$ cat config.mk
export PLATFORM = sky130hd
export DESIGN_NAME = inst_buffer
export DESIGN_NICKNAME = d
export VERILOG_FILES = /design/src/rtl/inst_buffer.sv
export SDC_FILE = /design/constraint.sdc
export NUM_CORES = 2
export LEC_CHECK = 0
export BUFFER_PORTS_ARGS = -buffer_cell sky130_fd_sc_hd__buf_4
export CAP_MARGIN = 20
export CORE_MARGIN = 2
export CORE_UTILIZATION = 44
export CTS_BUF_LIST = sky130_fd_sc_hd__clkbuf_8
export CTS_CLUSTER_SIZE = 25
export DETAILED_ROUTE_END_ITERATION = 10
export SYNTH_ARGS = -nofsm -noshare
export SYNTH_HDL_FRONTEND = slang
export SYNTH_SLANG_ARGS = --single-unit
$ cat constraint.sdc
create_clock -name clk -period 15.6 [get_ports clk]
set_clock_uncertainty 0.2 [all_clocks]
set_input_delay 2.34 -clock clk [delete_from_list [all_inputs] [get_ports clk]]
set_output_delay 2.34 -clock clk [all_outputs]
set_load 0.05 [all_outputs]
$ cat src/rtl/inst_buffer.sv
// Dual-slot instruction buffer between fetch and decode.
// Slot [1] is always the older instruction on both sides.
module inst_buffer #(
    parameter  int DEPTH = 16,
    localparam int PTR_W = $clog2(DEPTH)
) (
    input  logic             clk,
    input  logic             reset,
    input  logic [1:0]       in_valid,
    input  logic [1:0][31:0] in_pc,
    input  logic [1:0][31:0] in_instr,
    input  logic [1:0]       in_is_br,
    output logic             in_ready,
    input  logic             flush,
    input  logic             stall,
    output logic [1:0]       out_valid,
    output logic [1:0][31:0] out_pc,
    output logic [1:0][31:0] out_instr,
    output logic [1:0]       out_is_br,
    output logic [PTR_W:0]   count
);

    logic [31:0]      pc_mem_q    [DEPTH];
    logic [31:0]      instr_mem_q [DEPTH];
    logic             br_mem_q    [DEPTH];

    logic [PTR_W-1:0] head_q, head_d, tail_q, tail_d;
    logic [PTR_W-1:0] head_nxt, tail_nxt;
    logic [PTR_W:0]   count_q, count_d;

    logic             enq, deq;
    logic [1:0]       nenq, ndeq;
    logic             a_br, b_br;

    logic [31:0]      wr0_pc, wr0_instr;
    logic             wr0_br;

    assign head_nxt = head_q + PTR_W'(1);
    assign tail_nxt = tail_q + PTR_W'(1);

    assign a_br = br_mem_q[head_q];
    assign b_br = br_mem_q[head_nxt];

    assign in_ready = (count_q <= (PTR_W+1)'(DEPTH - 2));
    assign count    = count_q;

    assign enq = in_ready & ~flush & ~reset;
    assign deq = ~stall & ~flush & ~reset;

    // A branch at the head is only released together with its delay slot.
    always_comb begin
        out_valid = 2'b00;
        if (count_q == '0) begin
            out_valid = 2'b00;
        end else if (a_br) begin
            out_valid = (count_q >= (PTR_W+1)'(2)) ? 2'b11 : 2'b00;
        end else if (count_q == (PTR_W+1)'(1)) begin
            out_valid = 2'b10;
        end else if (b_br) begin
            out_valid = 2'b10;
        end else begin
            out_valid = 2'b11;
        end
    end

    always_comb begin
        out_pc[1]    = pc_mem_q[head_q];
        out_pc[0]    = pc_mem_q[head_nxt];
        out_instr[1] = instr_mem_q[head_q];
        out_instr[0] = instr_mem_q[head_nxt];
        out_is_br[1] = br_mem_q[head_q];
        out_is_br[0] = br_mem_q[head_nxt];
    end

    always_comb begin
        nenq = 2'd0;
        ndeq = 2'd0;
        if (enq) begin
            nenq = {1'b0, in_valid[1]} + {1'b0, in_valid[0]};
        end
        if (deq) begin
            ndeq = {1'b0, out_valid[1]} + {1'b0, out_valid[0]};
        end
    end

    always_comb begin
        head_d  = head_q + PTR_W'(ndeq);
        tail_d  = tail_q + PTR_W'(nenq);
        count_d = count_q + (PTR_W+1)'(nenq) - (PTR_W+1)'(ndeq);
        if (flush) begin
            head_d  = '0;
            tail_d  = '0;
            count_d = '0;
        end
    end

    // A lone slot-0 enqueue lands at tail just like a lone slot 1.
    always_comb begin
        wr0_pc    = in_valid[1] ? in_pc[1]    : in_pc[0];
        wr0_instr = in_valid[1] ? in_instr[1] : in_instr[0];
        wr0_br    = in_valid[1] ? in_is_br[1] : in_is_br[0];
    end

    always_ff @(posedge clk) begin
        if (reset) begin
            head_q  <= '0;
            tail_q  <= '0;
            count_q <= '0;
        end else begin
            head_q  <= head_d;
            tail_q  <= tail_d;
            count_q <= count_d;
        end
    end

    always_ff @(posedge clk) begin
        if (enq && (in_valid != 2'b00)) begin
            pc_mem_q[tail_q]    <= wr0_pc;
            instr_mem_q[tail_q] <= wr0_instr;
            br_mem_q[tail_q]    <= wr0_br;
        end
        if (enq && (in_valid == 2'b11)) begin
            pc_mem_q[tail_nxt]    <= in_pc[0];
            instr_mem_q[tail_nxt] <= in_instr[0];
            br_mem_q[tail_nxt]    <= in_is_br[0];
        end
    end

    always_ff @(posedge clk) begin
        if (!reset) begin
            assert (count_q <= (PTR_W+1)'(DEPTH));
            assert ((PTR_W+1)'(ndeq) <= count_q);
        end
    end

endmodule

==> results.toml <==
[clocking]
numCtsBuffers = 186
cts_max_level = 4
cts-resized-gates = 0
cts_sinks = 1053
clockBufferDepth = 3
cts-root-buf = "clkbuf_8"
cts_tree = "done"
clkLatencyLatePin_ns = 0.90
path_clk_slew_ns = 0.06
cts_setup_buffers = 0
hold_buffers = 0

[detailed_routing]
drc_errors = 0
wl_per_cell_um = 33.1
drt_iter0_markers = 4698
via_per_inst = 6.46
drtPass1Iterations = 5
drt-total-wl_mm = 202
ant_nets = 0
num_vias = 39500

[setup_path]
critical-path-slowest-cell = "buf_4"
crit_chain = "ha_4 -> buf_4 -> buf_4 -> mux4_2 -> mux4_2 -> buf_4"
cp.arrival_ns = 5.26
cp_top_family = "buffers and inverters"
crit_buf_inv = 3
cp-end-kind = "output pin"
critical_path_class = "register to output pin"
start_kind = "register"
crit_required_ns = 13.06
max_stage_delay_ns = 0.97
crit_fanout = 69
cp_common_cell = "buf_4"

[global_routing]
antenna_found_initial = 20
grt_pass1_vias = 39800
gr-total-overflow = 0
grt_pass1_wl_mm = 290
grt_max_degree = 146
grt_use_total_pct = 27.8

[cells_and_area]
syn_to_final_growth_pct = 10.3
drive_gt1_share_pct = 46.3
finalNetCount = 4255
final_area_um2 = 68600

[pwr]
switching_share_pct = 25.9
p_leak_uw = 0.0221
p_seq_share_pct = 50.8
clockPowerShare_pct = 38.0
p_per_area_nw_per_um2 = 90.9
power.total_uw = 6240
p_int_uw = 4620
switchingPower_uw = 1620
combPwrFrac_pct = 11.2
vdd_drop_max_v = 0.0000736

[timing]
whs_ns = 0.523
rsz0062_at_grt = "no"
max_freq_mhz = 128
period_share_pct = 50.0
max_slew_margin_pct = 23.2
tightest_slew_ns = 1.15
report.final.slew_viol_count = 0
setup-violations-final = 0
hold_viol_final = 0
fin_setup_tns_ns = 0
layout_min_cycle_time_ns = 7.80

[synth]
synth-xor-area-share_pct = 0.127
syn_nets = 4238
async_reset_ff_share_pct = 0
synth_most_common_cell = "edfxtp_1"
synth_top_family_by_area = "multiplexers"
synthMuxAreaShare_pct = 37.1
synth_simple_gate_area_share_pct = 3.44
synth_warnings = 0
avgSynthCellArea_um2 = 15.2
synth_edf_count = 1040
yosys-top-cells-area = "edfxtp_1, mux4_2, mux2_2, a21oi_1, nor2_1"
syn_area_um2 = 62200
yosys.area_share.adder_pct = 0.491
ys_types = 46
ys_ff_latch = 1053
synth_top_area_cell = "edfxtp_1"
syn_inst = 4080
synth_commonest_cells = "edfxtp_1, mux2_2, mux4_2"
synthFlopType = "edfxtp_1"
synth-compound-area-share_pct = 4.18
ys_seq_area_share_pct = 50.6
netlist.area_leader.share_pct = 50.2

[run_status]
status = "finished clean"

[placement]
dpl-instance-area_um2 = 65300
portBuffers = 273
dp_hpwl_mm = 110
gp_congestion = 0.795

[die]
core-area_um2 = 140000
dieArea_um2 = 144000
die-width_um = 380
num_rows = 137
start_util_pct = 44.5
die_h_um = 380
io_pins = 274

[worst_hold_path]
hold_class = "register to register"

[job]
maxCapViolCount = 0
[routing by layer]
| metal | track usage [%] | share of wire (%) | up-vias |
|---|---|---|---|
| li1 | - | - | 16300 |
| met1 | 37.3 | 39 | 20700 |
| met2 | 45.2 | 48 | 2098 |
| met3 | 5.69 | 9.0 | 398 |
| met4 | 9.61 | 3.3 | 22 |
| met5 | 0 | 0.076 | - |
[kinds of logic (layout without fill, tap and decap cells)]
group / after synthesis / count (layout)
flops: 1053 / 1053
mux: 1476 / 1476
compound gates: 475 / 475
simple gates: 495 / 495
buf+inv: 550 / 703
xor+xnor: 9 / 9
fa+ha+maj: 22 / 22
other cells: 0 / 8
[area by class of cell]
cell class | instances | area [um2]
Clock buffer | 188 | 2590
Sequential cell | 1053 | 31500
Clock inverter | 136 | 674
Timing Repair Buffer | 362 | 2790
Tap cell | 1876 | 2350
Antenna cell | 8 | 20.0
Fill cell | 12100 | 71300
Inverter | 17 | 66.3
Multi-Input combinational cell | 2477 | 28600
[worst paths after layout]
kind | slack, ns | endpoint | depth (start not counted) | startpoint
worst max-delay path | 7.80 | out_instr[11] | 6 | head_q[1]
worst min-delay path | 0.52 | count[0] | 2 | count[0]
worst max register to register | 9.93 | count[4] | 15 | head_q[1]
worst min register to register | 0.52 | count[0] | 2 | count[0]
[power by group through the flow]
| stage | combinational (uW) | sequential, uW | clock [uW] |
|---|---|---|---|
| 3_5_place_dp | 698 | 3230 | 0 |
| 3_3_place_gp | 689 | 3230 | 0 |
| 5_1_grt | 752 | 3170 | 2520 |
| 6_report | 700 | 3170 | 2370 |
| 2_1_floorplan | 506 | 3230 | 0 |
| 4_1_cts | 701 | 3170 | 2410 |
[sequential cells by signal (all words and copies together) (netlist names)]
signal	count
br_mem_q	16
pc_mem_q	512
tail_q	4
instr_mem_q	512
head_q	4
count	5
[worst reg2reg max path: cells and delay by family (launching register included)]
family,cells,cell delay [ns]
XOR/XNOR,1,0.13
adder cells (fa/ha/maj),5,1.86
buffers and inverters,2,0.69
AO/OA/AOI/OAI,3,0.60
AND/OR/NAND/NOR,2,0.23
flip-flops,1,0.83
multiplexers,2,1.01
[through the flow]
stage | worst slack [ns] | std cells | util, %
6_report | 7.80 | 6117 | 49.0
5_1_grt | 7.65 | 6115 | 49.0
4_1_cts | 7.70 | 6107 | 49.0
3_5_place_dp | 8.57 | 5783 | 46.7
3_3_place_gp | 8.67 | 5783 | 46.7
2_1_floorplan | 6.22 | 4080 | -
[layout by cell type, fill, tap and decap left out, types with 8 or more instances in the layout]
| cell | netlist | final |
|---|---|---|
| edfxtp_1 | 1040 | 1040 |
| mux2_2 | 751 | 751 |
| mux4_2 | 585 | 585 |
| a21oi_1 | 376 | 376 |
| buf_4 | 56 | 356 |
| nor2_1 | 346 | 337 |
| clkbuf_8 | 0 | 189 |
| mux2i_1 | 110 | 110 |
| inv_1 | 16 | 80 |
| a211oi_1 | 64 | 64 |
| and2_1 | 49 | 49 |
| clkinv_1 | 1 | 44 |
| nand2_1 | 41 | 41 |
| mux2_1 | 29 | 29 |
| nor2b_1 | 21 | 21 |
| a31oi_1 | 20 | 20 |
| ha_1 | 18 | 17 |
| clkinv_2 | 0 | 13 |
| nand3_4 | 0 | 11 |
| nor2_4 | 0 | 9 |
| dfxtp_1 | 13 | 9 |
| diode_2 | 0 | 8 |
(Power assumes the default switching activity.)
